[config.mk]
export PLATFORM = sky130hd
export DESIGN_NAME = uart_tx_fifo
export DESIGN_NICKNAME = d
export VERILOG_FILES = /design/src/rtl/uart_tx_fifo.sv
export SDC_FILE = /design/constraint.sdc
export NUM_CORES = 1
export LEC_CHECK = 0
export ABC_AREA = 1
export CELL_PAD_IN_SITES_DETAIL_PLACEMENT = 1
export CELL_PAD_IN_SITES_GLOBAL_PLACEMENT = 2
export CORE_AREA = 4 4 95 97
export DETAILED_ROUTE_END_ITERATION = 8
export DIE_AREA = 0 0 99 101
export PLACE_DENSITY_LB_ADDON = 0.1
export SYNTH_ARGS = -nofsm -noshare
export SYNTH_HDL_FRONTEND = slang
export SYNTH_SLANG_ARGS = --single-unit
[constraint.sdc]
create_clock -name clk -period 5.02 [get_ports clk]
set_clock_uncertainty 0.1 [all_clocks]
set_input_delay 1.004 -clock clk [delete_from_list [all_inputs] [get_ports clk]]
set_output_delay 1.004 -clock clk [all_outputs]
set_load 0.03 [all_outputs]
[src/rtl/uart_tx_fifo.sv]
// Byte UART transmitter (8N1, LSB first) fed by a small circular write FIFO.
// Tx_Ready paces the upstream writer; Overflow latches any dropped write.
module uart_tx_fifo #(
  parameter int unsigned CLKS_PER_BIT = 868,
  parameter int unsigned FIFO_DEPTH   = 4
) (
  input  logic       clk,
  input  logic       reset_b,
  input  logic [7:0] Word_To_Send,
  input  logic       TX_Write_en,
  input  logic       TX_en,
  output logic       RsTx,
  output logic       Tx_Ready,
  output logic       Tx_Busy,
  output logic       Overflow
);

  localparam int unsigned PTR_W  = $clog2(FIFO_DEPTH);
  localparam int unsigned CNT_W  = PTR_W + 1;
  localparam int unsigned BAUD_W = $clog2(CLKS_PER_BIT);

  localparam logic [CNT_W-1:0]  DEPTH_C   = CNT_W'(FIFO_DEPTH);
  localparam logic [BAUD_W-1:0] BAUD_LAST = BAUD_W'(CLKS_PER_BIT - 1);

  typedef enum logic [1:0] {
    IDLE  = 2'd0,
    START = 2'd1,
    DATA  = 2'd2,
    STOP  = 2'd3
  } state_e;

  logic [7:0]        mem_q [FIFO_DEPTH];
  logic [PTR_W-1:0]  wr_ptr_q;
  logic [PTR_W-1:0]  rd_ptr_q;
  logic [CNT_W-1:0]  count_q;
  logic [CNT_W-1:0]  count_d;
  logic              ready_q;
  logic              ovf_q;

  state_e            state_q;
  logic [7:0]        shift_q;
  logic [2:0]        bit_idx_q;
  logic [BAUD_W-1:0] baud_q;
  logic              rstx_q;
  logic              busy_q;

  logic full_c;
  logic wr_acc_c;
  logic pop_c;
  logic baud_end_c;

  // Acceptance and pop decisions use pre-edge count only.
  assign full_c     = (count_q == DEPTH_C);
  assign wr_acc_c   = TX_Write_en && !full_c;
  assign pop_c      = (state_q == IDLE) && (count_q != '0) && TX_en;
  assign baud_end_c = (baud_q == BAUD_LAST);

  always_comb begin
    count_d = count_q;
    case ({wr_acc_c, pop_c})
      2'b10:   count_d = count_q + CNT_W'(1);
      2'b01:   count_d = count_q - CNT_W'(1);
      default: count_d = count_q;
    endcase
  end

  always_ff @(posedge clk) begin
    if (wr_acc_c) begin
      mem_q[wr_ptr_q] <= Word_To_Send;
    end
  end

  // FIFO bookkeeping, Tx_Ready and the sticky overflow flag.
  always_ff @(posedge clk or posedge reset_b) begin
    if (reset_b) begin
      wr_ptr_q <= '0;
      rd_ptr_q <= '0;
      count_q  <= '0;
      ready_q  <= 1'b1;
      ovf_q    <= 1'b0;
    end else begin
      if (wr_acc_c) begin
        wr_ptr_q <= wr_ptr_q + PTR_W'(1);
      end
      if (pop_c) begin
        rd_ptr_q <= rd_ptr_q + PTR_W'(1);
      end
      count_q <= count_d;
      ready_q <= (count_d < DEPTH_C);
      if (TX_Write_en && full_c) begin
        ovf_q <= 1'b1;
      end
    end
  end

  // Serializer: the baud counter restarts on every state change.
  always_ff @(posedge clk or posedge reset_b) begin
    if (reset_b) begin
      state_q   <= IDLE;
      shift_q   <= '0;
      bit_idx_q <= '0;
      baud_q    <= '0;
      rstx_q    <= 1'b1;
      busy_q    <= 1'b0;
    end else begin
      case (state_q)
        IDLE: begin
          rstx_q <= 1'b1;
          busy_q <= 1'b0;
          if (pop_c) begin
            shift_q   <= mem_q[rd_ptr_q];
            bit_idx_q <= '0;
            baud_q    <= '0;
            rstx_q    <= 1'b0;
            busy_q    <= 1'b1;
            state_q   <= START;
          end
        end
        START: begin
          if (baud_end_c) begin
            baud_q  <= '0;
            rstx_q  <= shift_q[0];
            state_q <= DATA;
          end else begin
            baud_q <= baud_q + BAUD_W'(1);
          end
        end
        DATA: begin
          if (baud_end_c) begin
            baud_q    <= '0;
            shift_q   <= {1'b0, shift_q[7:1]};
            bit_idx_q <= bit_idx_q + 3'd1;
            if (bit_idx_q == 3'd7) begin
              rstx_q  <= 1'b1;
              state_q <= STOP;
            end else begin
              rstx_q <= shift_q[1];
            end
          end else begin
            baud_q <= baud_q + BAUD_W'(1);
          end
        end
        STOP: begin
          if (baud_end_c) begin
            baud_q  <= '0;
            busy_q  <= 1'b0;
            state_q <= IDLE;
          end else begin
            baud_q <= baud_q + BAUD_W'(1);
          end
        end
        default: begin
          rstx_q  <= 1'b1;
          busy_q  <= 1'b0;
          state_q <= IDLE;
        end
      endcase
    end
  end

  assign RsTx     = rstx_q;
  assign Tx_Ready = ready_q;
  assign Tx_Busy  = busy_q;
  assign Overflow = ovf_q;

endmodule

==> flow_summary.yaml <==
global_route:
  grt_pass1_vias: 2540
  grt_max_degree: 35
  grt_antenna_before_repair: 0
  grt_pass1_wl_um: 12500
  grt_util_all_layers_pct: 15.8
  grt_overflow: 0
logic_synthesis:
  netlist.area_leader.share_pct: 29.9
  ys_seq_elements: 66
  synth_cell_types: 29
  ys_seq_area_share_pct: 56.5
  yosys.area.top_type: "edfxtp_1"
  ys_warn_count: 0
  synth_nets: 379
  synth_area_um2: 3210
  syn_inst: 353
  ys_top_cells_by_area: "edfxtp_1, dfrtp_1, nand2_1"
  avgSynthCellArea_um2: 9.09
power:
  p_leak_nw: 1.67
  pwr_density_cell_nw_per_um2: 590
  seqPwrFrac_pct: 39.5
  max-vdd-ir-drop_mv: 0.243
  switching_share_pct: 40.2
  total_power_mw: 2.16
  clkPwrFrac_pct: 22.1
  p_int_mw: 1.29
  comb_power_share_pct: 38.4
  p_switching_mw: 0.867
placed_design:
  numPlacedInstances: 466
  gp_congestion: 0.751
  io_buffers: 15
  hpwl_um: 4890
drt:
  drtAntennaViolNets: 0
  dr_total_vias: 2302
  first_pass_iters: 4
  viasPerCell: 4.78
  drc_errors: 0
  drtIter0Drc: 107
  wl_um: 6920
  wl_per_cell_um: 14.4
min_path:
  hp-class: "reg -> reg"
timing:
  worst_pin_slew_ps: 789
  finalHoldViolCount: 0
  clock.fmax_mhz: 372
  final.setup.tns_ps: 0
  rsz0062_at_grt: "false"
  slew_viol_final: 0
  maxSlewHeadroom_pct: 47.2
  setup_viol: 0
  period_needed_ps: 2690
  fin_crit_sh_pct: 53.6
floorplanning:
  die_area_um2: 10000
  die_h_um: 101
  num_rows: 33
  coreArea_um2: 8130
  initial_utilization_pct: 39.5
  pin_count: 16
  dieWidth_um: 99
final_layout:
  final-seq-area_um2: 1810
  syn_to_final_growth_pct: 13.9
  utilization_pct: 44.9
  drive_gt1_share_pct: 8.75
  antenna_cells: 0
  final_nets: 398
  final_cell_mix: "nand2_1, nand3_1, dfrtp_1, inv_1, edfxtp_1"
  fillers: 949
  layout.cells.non_filler: 482
  final_common_cell: "nand2_1"
  multi_input_area_um2: 1210
worst_setup_path:
  start_kind: "input pin"
  crit_type: "in -> reg"
  max_stage_delay_ps: 480
  crit_arrival_ps: 2850
  cp.required_ps: 5180
  crit_slowest_cell: "clkdlybuf4s50_1"
  critPathMaxFanout: 8
  crit_chain: "clkdlybuf4s50_1, nand2_1, ha_1, fa_1, a21oi_1, o21ai_0, xor2_1, inv_1"
  crit_path_end_kind: "flip-flop"
run:
  maxCapViolCount: 0
clocking:
  cts-root-buf: "clkbuf_8"
  clkSinkCount: 66
  postCtsSetupRepairBufs: 0
  cts_hold_buffers: 0
  cts_max_path_buffers: 2
  clk_pin_slew_ps: 70
  cts_htree_levels: 3
  cts_made_buffers: 9
  cts_tree: "done"
  ctsResizeCount: 0
  clock_latency_ps: 330
run_status:
  outcome: "finished, final reports clean"
layer usage:
metal,vias to the layer above,GRT usage (%),routed length [um]
met3,9,2.84,153
met5,-,0,0
met1,1114,21.1,3260
li1,1163,-,-
met2,16,25.4,3410
met4,0,6.83,93
cell families after synthesis:
group                    Yosys count  synth area share, %
AO/OA/AOI/OAI                     21                 3.94
XOR/XNOR                           4                 1.09
adder cells (fa/ha/maj)           14                 5.69
buffers and inverters             44                 5.81
flip-flops                        66                 56.5
AND/OR/NAND/NOR                  204                 26.9
power groups by stage:
stage	combinational (mW)	sequential [mW]	clock, mW
floorplan	0.643	0.840	0
detailed placement	0.849	0.866	0
global route	0.979	0.879	0.519
CTS	0.856	0.856	0.492
finish	0.828	0.852	0.477
global placement	0.829	0.862	0
synthesized netlist by cell type (all sizes together):
library cell and number:
nand3 36, ha 13, xnor2 1, xor2 3
or2 2, o21bai 1, fa 1, nand2 135
o21ai 9, dfrtp 32, a21oi 11, nor3 1
inv 36, buf 7, nor2 26, clkbuf 1
edfxtp 32, nand3b 2, nand4 2, dfstp 2
final timing paths:
check,cells past startpoint,slack (ps),to,from
max reg2reg,12,2580,Tx_Ready,state_q[1]
min reg2reg,2,380,RsTx,RsTx
max in group asynchronous,3,3490,RsTx,reset_b
min,2,380,RsTx,RsTx
min in group asynchronous,3,980,baud_q[5],reset_b
max,8,2330,Tx_Ready,TX_Write_en
state kept, by name (all words and copies together), names as in the netlist, named ones only:
| signal | flops |
|---|---|
| mem_q | 32 |
| baud_q | 10 |
| shift_q | 8 |
| bit_idx_q | 3 |
| count_q | 2 |
| rd_ptr_q | 2 |
| state_q | 2 |
| wr_ptr_q | 2 |
| Overflow | 1 |
| RsTx | 1 |
| Tx_Busy | 1 |
| Tx_Ready | 1 |
layout make-up:
| type | instances | share of cell area, % |
|---|---|---|
| clock inverters | 6 | 2.22 |
| flip-flops and latches | 66 | 49.6 |
| clock buffers | 10 | 3.49 |
| multi-input cells | 243 | 33.1 |
| well taps | 105 | 3.59 |
| inverters | 36 | 3.70 |
| repair buffers | 16 | 4.31 |
critical path, delay by kind of cell:
family / cells / cell delay, ps
AOI/OAI and AO/OA: 2 / 250
and+or+nand+nor: 1 / 190
buffers and inverters: 2 / 540
xor gates and xnor gates: 1 / 180
adders and majority gates: 2 / 700
metrics by stage:
stage / hold slack [ps] / worst slack (ps) / cell area [um^2]
floorplan: 349 / 2570 / 3210
global placement: 350 / 2010 / 3450
detailed placement: 365 / 1980 / 3450
CTS: 376 / 2330 / 3660
global route: 406 / 2200 / 3660
finish: 379 / 2330 / 3660
Power figures use the tool's default switching activity.
